File: src/rtl/enigma_step_ctrl.sv
// ---------------------------------------------------------------------------
// enigma_step_ctrl
//   Sequencer for a three-rotor Enigma datapath. Takes one plaintext letter
//   per key handshake, advances the rotor positions like an odometer with
//   notch carries, clocks the external rotor chain with a strobe train, and
//   presents the chain's result on an out_valid/out_ready handshake. In set
//   mode (mode=1, idle) the rotor positions can be loaded directly.
//
//   Optional feature: define DOUBLE_STEP_EN for the historical double step
//   (rotor 1 also advances whenever it sits on its own notch).
//
// Ports
//   clk        clock, all state on rising edge
//   rst        asynchronous active-high reset
//   mode       0 = encrypt, 1 = set positions
//   key_valid  letter offered          key_in   letter 1..26 (A=1)
//   key_ready  controller can accept a letter
//   set_we     set-mode write strobe   set_sel  rotor 0..2 (3 = no-op)
//   set_val    new position 1..26
//   rot_in     letter driven to the rotor chain
//   rot_cnt0/1/2  rotor positions, zero-extended to 6 bits
//   rot_strobe pulse train clocking the rotor chain
//   rot_out    result of the rotor chain
//   out_valid  ciphertext valid        out_char ciphertext letter
//   out_ready  consumer accepts out_char
//   err        one-cycle pulse on a bad key or bad set value
// ---------------------------------------------------------------------------
module enigma_step_ctrl #(
    parameter int NOTCH0    = 17,
    parameter int NOTCH1    = 5,
    parameter int ROTOR_LAT = 3
) (
    input  logic       clk,
    input  logic       rst,
    input  logic       mode,
    input  logic       key_valid,
    input  logic [4:0] key_in,
    output logic       key_ready,
    input  logic       set_we,
    input  logic [1:0] set_sel,
    input  logic [4:0] set_val,
    output logic [4:0] rot_in,
    output logic [5:0] rot_cnt0,
    output logic [5:0] rot_cnt1,
    output logic [5:0] rot_cnt2,
    output logic       rot_strobe,
    input  logic [4:0] rot_out,
    output logic       out_valid,
    output logic [4:0] out_char,
    input  logic       out_ready,
    output logic       err
);

    typedef enum logic [1:0] {S_IDLE, S_STEP, S_ENC, S_DONE} state_t;

    localparam int             KW     = (2 * ROTOR_LAT > 2) ? $clog2(2 * ROTOR_LAT) : 1;
    localparam logic [KW-1:0]  K_LAST = KW'(2 * ROTOR_LAT - 1);
    localparam logic [4:0]     N0     = 5'(NOTCH0);
    localparam logic [4:0]     N1     = 5'(NOTCH1);

    // Positions live in 1..26; 26 wraps back to 1, never to 0.
    function automatic logic [4:0] pos_inc(input logic [4:0] p);
        return (p == 5'd26) ? 5'd1 : p + 5'd1;
    endfunction

    function automatic logic letter_ok(input logic [4:0] v);
        return (v >= 5'd1) && (v <= 5'd26);
    endfunction

    state_t        r_state;
    logic [4:0]    r_pos0, r_pos1, r_pos2;
    logic [KW-1:0] r_k;
    logic          r_key_ready;
    logic [4:0]    r_rot_in;
    logic          r_strobe;
    logic          r_out_valid;
    logic [4:0]    r_out_char;
    logic          r_err;

    logic w_c1, w_c2, w_adv1;

    // Carries are judged on the positions before this step.
    assign w_c1 = (r_pos0 == N0);
    assign w_c2 = (r_pos1 == N1);

`ifdef DOUBLE_STEP_EN
    // Rotor 1 sitting on its notch drags itself along with rotor 2;
    // it still advances only once if rotor 0 carries at the same time.
    assign w_adv1 = w_c1 | w_c2;
`else
    assign w_adv1 = w_c1;
`endif

    always_ff @(posedge clk or posedge rst) begin
        if (rst) begin
            r_state     <= S_IDLE;
            r_pos0      <= 5'd1;
            r_pos1      <= 5'd1;
            r_pos2      <= 5'd1;
            r_k         <= '0;
            r_key_ready <= 1'b0;
            r_rot_in    <= 5'd0;
            r_strobe    <= 1'b0;
            r_out_valid <= 1'b0;
            r_out_char  <= 5'd0;
            r_err       <= 1'b0;
        end else begin
            r_err <= 1'b0;
            case (r_state)
                S_IDLE: begin
                    // key_ready is registered, so it follows mode one cycle late.
                    r_key_ready <= !mode;
                    if (key_valid && r_key_ready) begin
                        if (letter_ok(key_in)) begin
                            r_rot_in    <= key_in;
                            r_key_ready <= 1'b0;
                            r_state     <= S_STEP;
                        end else begin
                            r_err <= 1'b1;
                        end
                    end
                    if (mode && set_we) begin
                        if (!letter_ok(set_val)) begin
                            r_err <= 1'b1;
                        end else begin
                            case (set_sel)
                                2'd0:    r_pos0 <= set_val;
                                2'd1:    r_pos1 <= set_val;
                                2'd2:    r_pos2 <= set_val;
                                default: ;
                            endcase
                        end
                    end
                end
                S_STEP: begin
                    r_pos0 <= pos_inc(r_pos0);
                    if (w_adv1) r_pos1 <= pos_inc(r_pos1);
                    if (w_c2)   r_pos2 <= pos_inc(r_pos2);
                    r_k      <= '0;
                    r_strobe <= 1'b1;
                    r_state  <= S_ENC;
                end
                S_ENC: begin
                    if (r_k == K_LAST) begin
                        r_strobe    <= 1'b0;
                        r_out_char  <= rot_out;
                        r_out_valid <= 1'b1;
                        r_state     <= S_DONE;
                    end else begin
                        r_k      <= r_k + 1'b1;
                        // Strobe high on even k: next index is even when current is odd.
                        r_strobe <= r_k[0];
                    end
                end
                S_DONE: begin
                    if (out_ready) begin
                        r_out_valid <= 1'b0;
                        r_key_ready <= !mode;
                        r_state     <= S_IDLE;
                    end
                end
                default: r_state <= S_IDLE;
            endcase
        end
    end

    assign key_ready  = r_key_ready;
    assign rot_in     = r_rot_in;
    assign rot_cnt0   = {1'b0, r_pos0};
    assign rot_cnt1   = {1'b0, r_pos1};
    assign rot_cnt2   = {1'b0, r_pos2};
    assign rot_strobe = r_strobe;
    assign out_valid  = r_out_valid;
    assign out_char   = r_out_char;
    assign err        = r_err;

endmodule

File: config.mk
export PLATFORM = sky130hd
export DESIGN_NAME = enigma_step_ctrl
export DESIGN_NICKNAME = d
export VERILOG_FILES = /design/src/rtl/enigma_step_ctrl.sv
export SDC_FILE = /design/constraint.sdc
export NUM_CORES = 1
export LEC_CHECK = 0
export CAP_MARGIN = 40
export CORE_MARGIN = 2
export CORE_UTILIZATION = 40
export DETAILED_ROUTE_END_ITERATION = 10
export PLACE_DENSITY = 0.7
export SYNTH_ARGS = -nofsm -noshare
export SYNTH_HDL_FRONTEND = slang
export SYNTH_SLANG_ARGS = --single-unit
File: constraint.sdc
create_clock -name clk -period 1.8 [get_ports clk]
set_input_delay 0.54 -clock clk [delete_from_list [all_inputs] [get_ports clk]]
set_output_delay 0.54 -clock clk [all_outputs]
set_load 0.05 [all_outputs]
=== After elaboration in Yosys (flattened, before gate mapping) ===
Cells that the tools add are included.

* Register bits after elaboration: 34
* Input port bits: 23
* Output and inout port bits: 32
* Word-level logic and storage cells: 100

* Add/sub/neg operators: 4
* Magnitude comparators: 4
* Equal/unequal tests: 23
* Muxes and demuxes: 38
* Reduce and logical (&&, ||, !) cells: 20

{| class="wikitable"
|+ Operators with widths
! cell !! number
|-
| 5-bit two-way mux || 14
|-
| 5-bit one-hot mux with 2 select lines || 3
|-
| 5-bit equality test, second input constant || 4
|-
| 2-bit inequality test, second input constant || 9
|-
| 5-bit by 1-bit adder with 5-bit output, second input constant || 3
|-
| 1-bit two-way mux || 11
|-
| 5-bit by 1-bit >= comparator with 1-bit output, second input constant || 2
|-
| 5-bit less-or-equal comparator, second input constant || 2
|-
| 5-bit AND reduction || 2
|-
| 2-bit two-way mux || 4
|-
| 2-bit one-hot mux with 4 select lines || 1
|-
| 4-bit AND reduction || 2
|-
| 2-bit nonzero test || 4
|-
| 2-bit equality test, second input constant || 3
|-
| 2-bit by 1-bit inequality test with 1-bit output, second input constant || 3
|-
| 1-bit one-hot mux with 2 select lines || 3
|-
| 3-bit one-hot mux with 2 select lines || 1
|-
| 2-bit AND reduction || 3
|-
| 3-bit AND reduction || 2
|-
| 5-bit by 3-bit equality test with 1-bit output, second input constant || 1
|-
| 2-bit by 1-bit equality test with 1-bit output, second input constant || 2
|-
| 1-bit logical AND || 4
|-
| 2-bit logical NOT || 2
|-
| 3-bit by 1-bit adder with 3-bit output, second input constant || 1
|-
| other kinds (3) || 3
|}

=== Logic depth before layout (Yosys ltp) ===
* Word-level depth: 7
* Gate-level depth with buffers: 9
* Gate-level depth less buffers: 7

=== Worst setup path after synthesis ===
No wires, ideal clock.

* Path type: flip-flop to flip-flop
* Start: register r_pos1[0]
* End: register r_pos2[3]
* Setup time: 121 ps
* Data arrival time: 1,889 ps
* Data required time: 1,679 ps
* Setup slack: -210 ps
* Stages on the path, launching flop included: 7
* Path buffers: 0
* Period minus slack after synthesis: 2,010 ps
* Cell sequence: dfstp_2 ha_1 and4bb_2 nor2_1 o31ai_2 nand2_1 a22o_1

* Longest elaborated chain between the ends: 3

{| class="wikitable"
|+ RTL lines
! item !! line !! RTL
|-
| from (decl) || 71 || <nowiki>logic [4:0] r_pos0, r_pos1, r_pos2;</nowiki>
|-
| from (signal assigned) || 128 || <nowiki>2'd1: r_pos1 <= set_val;</nowiki>
|-
| from (signal assigned) || 137 || <nowiki>if (w_adv1) r_pos1 <= pos_inc(r_pos1);</nowiki>
|-
| 5-bit by 3-bit equality test with 1-bit output || 84 || <nowiki>assign w_c2 = (r_pos1 == N1);</nowiki>
|-
| 2-bit inequality test (no line) || n/a ||
|-
| 5-bit AND reduction (no line) || n/a ||
|-
| to (signal assigned) || 129 || <nowiki>2'd2: r_pos2 <= set_val;</nowiki>
|-
| to (signal assigned) || 138 || <nowiki>if (w_c2) r_pos2 <= pos_inc(r_pos2);</nowiki>
|-
| to (decl) || 71 ||
|}

No other way between the ends.
A chain may end at the register's enable or synchronous reset.

=== Final worst setup path ===
Ends and elaborated chain as after synthesis.

==> results.sh <==
export IMPL_synthMuxAreaShare_pct=6.423
export IMPL_start_util_pct=41.07
export IMPL_netlist_area_leader_share_pct=37.21
export IMPL_dieArea_um2=5805
export IMPL_r2r_cells=7
export IMPL_synth_distinct_cells=46
export IMPL_io_pins=55
export IMPL_multi_input_area_um2=1300
export IMPL_crit_start="r_pos1[0]"
export IMPL_synthXorXnorAreaFrac_pct=0
export IMPL_yosysTopAreaCell="dfrtp_1"
export IMPL_crit_path_start_kind="flip-flop"
export IMPL_top_usage_layer="met2"
export IMPL_finish_net_count=344
export IMPL_synth_edf_count=0
export IMPL_slew_viol_final=0
export IMPL_synth_top_family_by_area="compound AO/OA/AOI/OAI gates"
export IMPL_ys_async_sr_fraction_pct=100.0
export IMPL_cap_violations=0
export IMPL_num_rows=26
export IMPL_swShare_pct=44.96
export IMPL_dominantRegCellSynth="dfrtp_1"
export IMPL_min_path_type="reg2reg"
export IMPL_yosys_area_share_simple_pct=17.77
export IMPL_fin_crit_ps=1783
export IMPL_netlist_instances=212
export IMPL_via_count=2033
export IMPL_final_common_cell="buf_4"
export IMPL_status="complete, no violations"
export IMPL_clock_sinks=34
export IMPL_whs_ps=503.0
export IMPL_port_buffers=51
export IMPL_critPathCapture="r_pos2[3]"
export IMPL_grt_use_met2_pct=34.02
export IMPL_worst_clock_skew_ps=7.658
export IMPL_drt_first_pass_iters=4
export IMPL_rsz0062_at_grt="yes"
export IMPL_p_seq_share_pct=21.9
export IMPL_crit_path_max_incr_delay_ps=630
export IMPL_irDropWorstVdd_v=0.0009755
export IMPL_critical_path_max_fanout=7
export IMPL_h_tree_depth=2
export IMPL_fillers=409
export IMPL_min_period_over_period_pct=99.07
export IMPL_path_cells="ha_4 > and4bb_2 > buf_4 > nand3b_1 > o31ai_4 > nand2_1 > a22o_1"
export IMPL_power_mw=6.429
export IMPL_dpl_hpwl_mm=3.676
export IMPL_dpl_cell_count=357
export IMPL_synth_area_um2=2084
export IMPL_grt_pass1_wl_mm=9.121
export IMPL_synth_seq_cells=34
export IMPL_clkTransAtPathRegs_ps=70
export IMPL_final_cell_mix="50 x buf_4, 30 x dfrtp_1, 22 x nand2_1, 21 x buf_12, 15 x o21ai_0"
export IMPL_clk_latency_ps=280
export IMPL_layout_cells_non_filler=380
export IMPL_grt_max_degree=35
export IMPL_place_gp_congestion=0.8685
export IMPL_synth_compound_area_share_pct=21.67
export IMPL_routed_wl_mm=5.635
export IMPL_clock_path_buffers=2
export IMPL_first_iter_violations=123
export IMPL_antenna_found_initial=2
export IMPL_core_um2=5075
export IMPL_pwr_share_clk_pct=11.4
export IMPL_critical_path_endpoint_type="flip-flop"
export IMPL_vias_per_cell=5.350
export IMPL_seq_area_frac_synth_pct=41.00
export IMPL_syn_area_per_cell_um2=9.833
export IMPL_maxClockFrequency_mhz=560.8
export IMPL_wl_per_cell_um=14.83
export IMPL_grt_util_all_layers_pct=19.30
export IMPL_r2r_end="r_pos2[3]"
export IMPL_cts_inserted_buffers=5
export IMPL_p_per_area_nw_per_um2=1893
export IMPL_yosysWarnings=0
export IMPL_cp_required_ps=1980
export IMPL_cts_root_buf="clkbuf_8"
export IMPL_syn2layout_area_growth_pct=62.91
export IMPL_pwr_share_comb_pct=66.7
export IMPL_rrSetupSlack_ps=20
export IMPL_crit_type="reg2reg"
export IMPL_r2r_start="r_pos1[0]"
export IMPL_synth_fa_ha_area_share_pct=8.403
export IMPL_p_leak_nw=1.545
export IMPL_drc_errors=0
export IMPL_met1_usage_pct=23.29
export IMPL_stdcell_area_um2=3396
export IMPL_drtAntennaViolNets=0
export IMPL_drive_gt1_share_pct=42.21
export IMPL_overflow=0
export IMPL_register_area_um2=859.6
export IMPL_finalHoldViolations=0
export IMPL_grt_pass1_vias=1969
export IMPL_cp_arrival_ps=1960
export IMPL_die_h_um=76.19
export IMPL_internal_power_mw=3.539
export IMPL_die_w_um=76.19
export IMPL_synth_area_leaders="dfrtp_1 37%, ha_1 8.4%, mux2_2 5.9%, o21ai_0 4.8%, nand2_1 4.7%"
export IMPL_use_met3_pct=4.739
export IMPL_cts_tree="built"
export IMPL_placed_cell_area_um2=3083
export IMPL_setup_viol=0
export IMPL_switchingPower_mw=2.890
export IMPL_cpMaxStageDelayCell="dfstp_4"
-- repair_timing --
item,CTS,global route
setup endpoints to repair,23,21
pin swaps,15,16
gates resized for setup,37,22
setup buffers,7,4
cloned,2,0
hold buffers,0,0
endpoints found under the hold margin,0,0
-- Yosys cell counts, types with 4 or more instances --
library cell	number
clkbuf_1	5
inv_1	13
a21oi_1	8
nand4b_1	5
dfrtp_1	31
nand3_1	9
mux2_2	11
a22o_1	5
o31ai_1	4
nor2_1	8
nand2_1	26
o21ai_0	20
ha_1	14
-- area by class of cell --
cell class,count,area share (%)
timing repair buffer,93,28.81
clock inverter,1,0.8843
multi-input combinational,160,38.28
clock buffer,7,2.542
sequential,34,25.31
inverter,13,1.437
tap,70,2.579
antenna,2,0.1474
-- stage by stage --
step | TNS [ps] | utilization, % | setup slack, ps
6_report | 0 | 66.91 | 16.77
2_1_floorplan | -443.6 | - | -82.02
4_1_cts | -203.0 | 65.73 | -72.69
3_5_place_dp | -12020 | 60.75 | -640.5
3_3_place_gp | -10820 | 60.75 | -594.5
5_1_grt | -341.4 | 66.91 | -79.74
-- how the worst min path moves through the flow --
stage / startpoint / end / slack (ps) / depth (start not counted)
2_1_floorplan: r_state[0] / r_state[0] / 530 / 1
3_3_place_gp: rot_in[2] / rot_in[2] / 490 / 1
3_5_place_dp: rot_in[2] / rot_in[2] / 500 / 1
4_1_cts: rot_in[2] / rot_in[2] / 510 / 1
5_1_grt: rot_in[2] / rot_in[2] / 520 / 1
6_report: r_pos2[0] / r_pos2[0] / 500 / 2
-- cells by family after synthesis --
| kind of cell | after synthesis |
|---|---|
| compound gates | 60 |
| flops | 34 |
| buf+inv | 22 |
| other cells | 1 |
| mux | 12 |
| simple gates | 69 |
| fa+ha+maj | 14 |
-- sequential cells by signal (all words and copies together), names as in the netlist, 2 cells and up --
register,cells
rot_in,5
r_k,3
r_state,2
out_char,5
r_pos0,5
r_pos2,5
r_pos1,5
-- routing by layer --
| metal | part of all wire [%] | routed length (um) | up-vias |
|---|---|---|---|
| li1 | - | - | 966 |
| met1 | 41 | 2311 | 1005 |
| met2 | 53 | 2984 | 58 |
| met3 | 5.4 | 305 | 4 |
| met4 | 0.60 | 34 | 0 |
| met5 | 0 | 0 | - |
-- worst max-delay path: cells and delay by family, from the launching register on --
family / cells / cell delay, ps
AND/OR/NAND/NOR: 3 / 480
flip-flops: 1 / 630
adder cells (fa/ha/maj): 1 / 120
buffers and inverters: 1 / 130
AO/OA/AOI/OAI: 2 / 330
-- power by group through the flow --
stage / Sequential (mW) / Clock [mW] / Combinational, mW
floorplan: 2.44 / 0 / 1.17
global placement: 1.40 / 0 / 3.97
detailed placement: 1.41 / 0 / 4.01
CTS: 1.41 / 0.742 / 4.17
global route: 1.45 / 0.777 / 4.55
finish: 1.41 / 0.730 / 4.29
No activity file was read; power rests on OpenSTA's default activity.
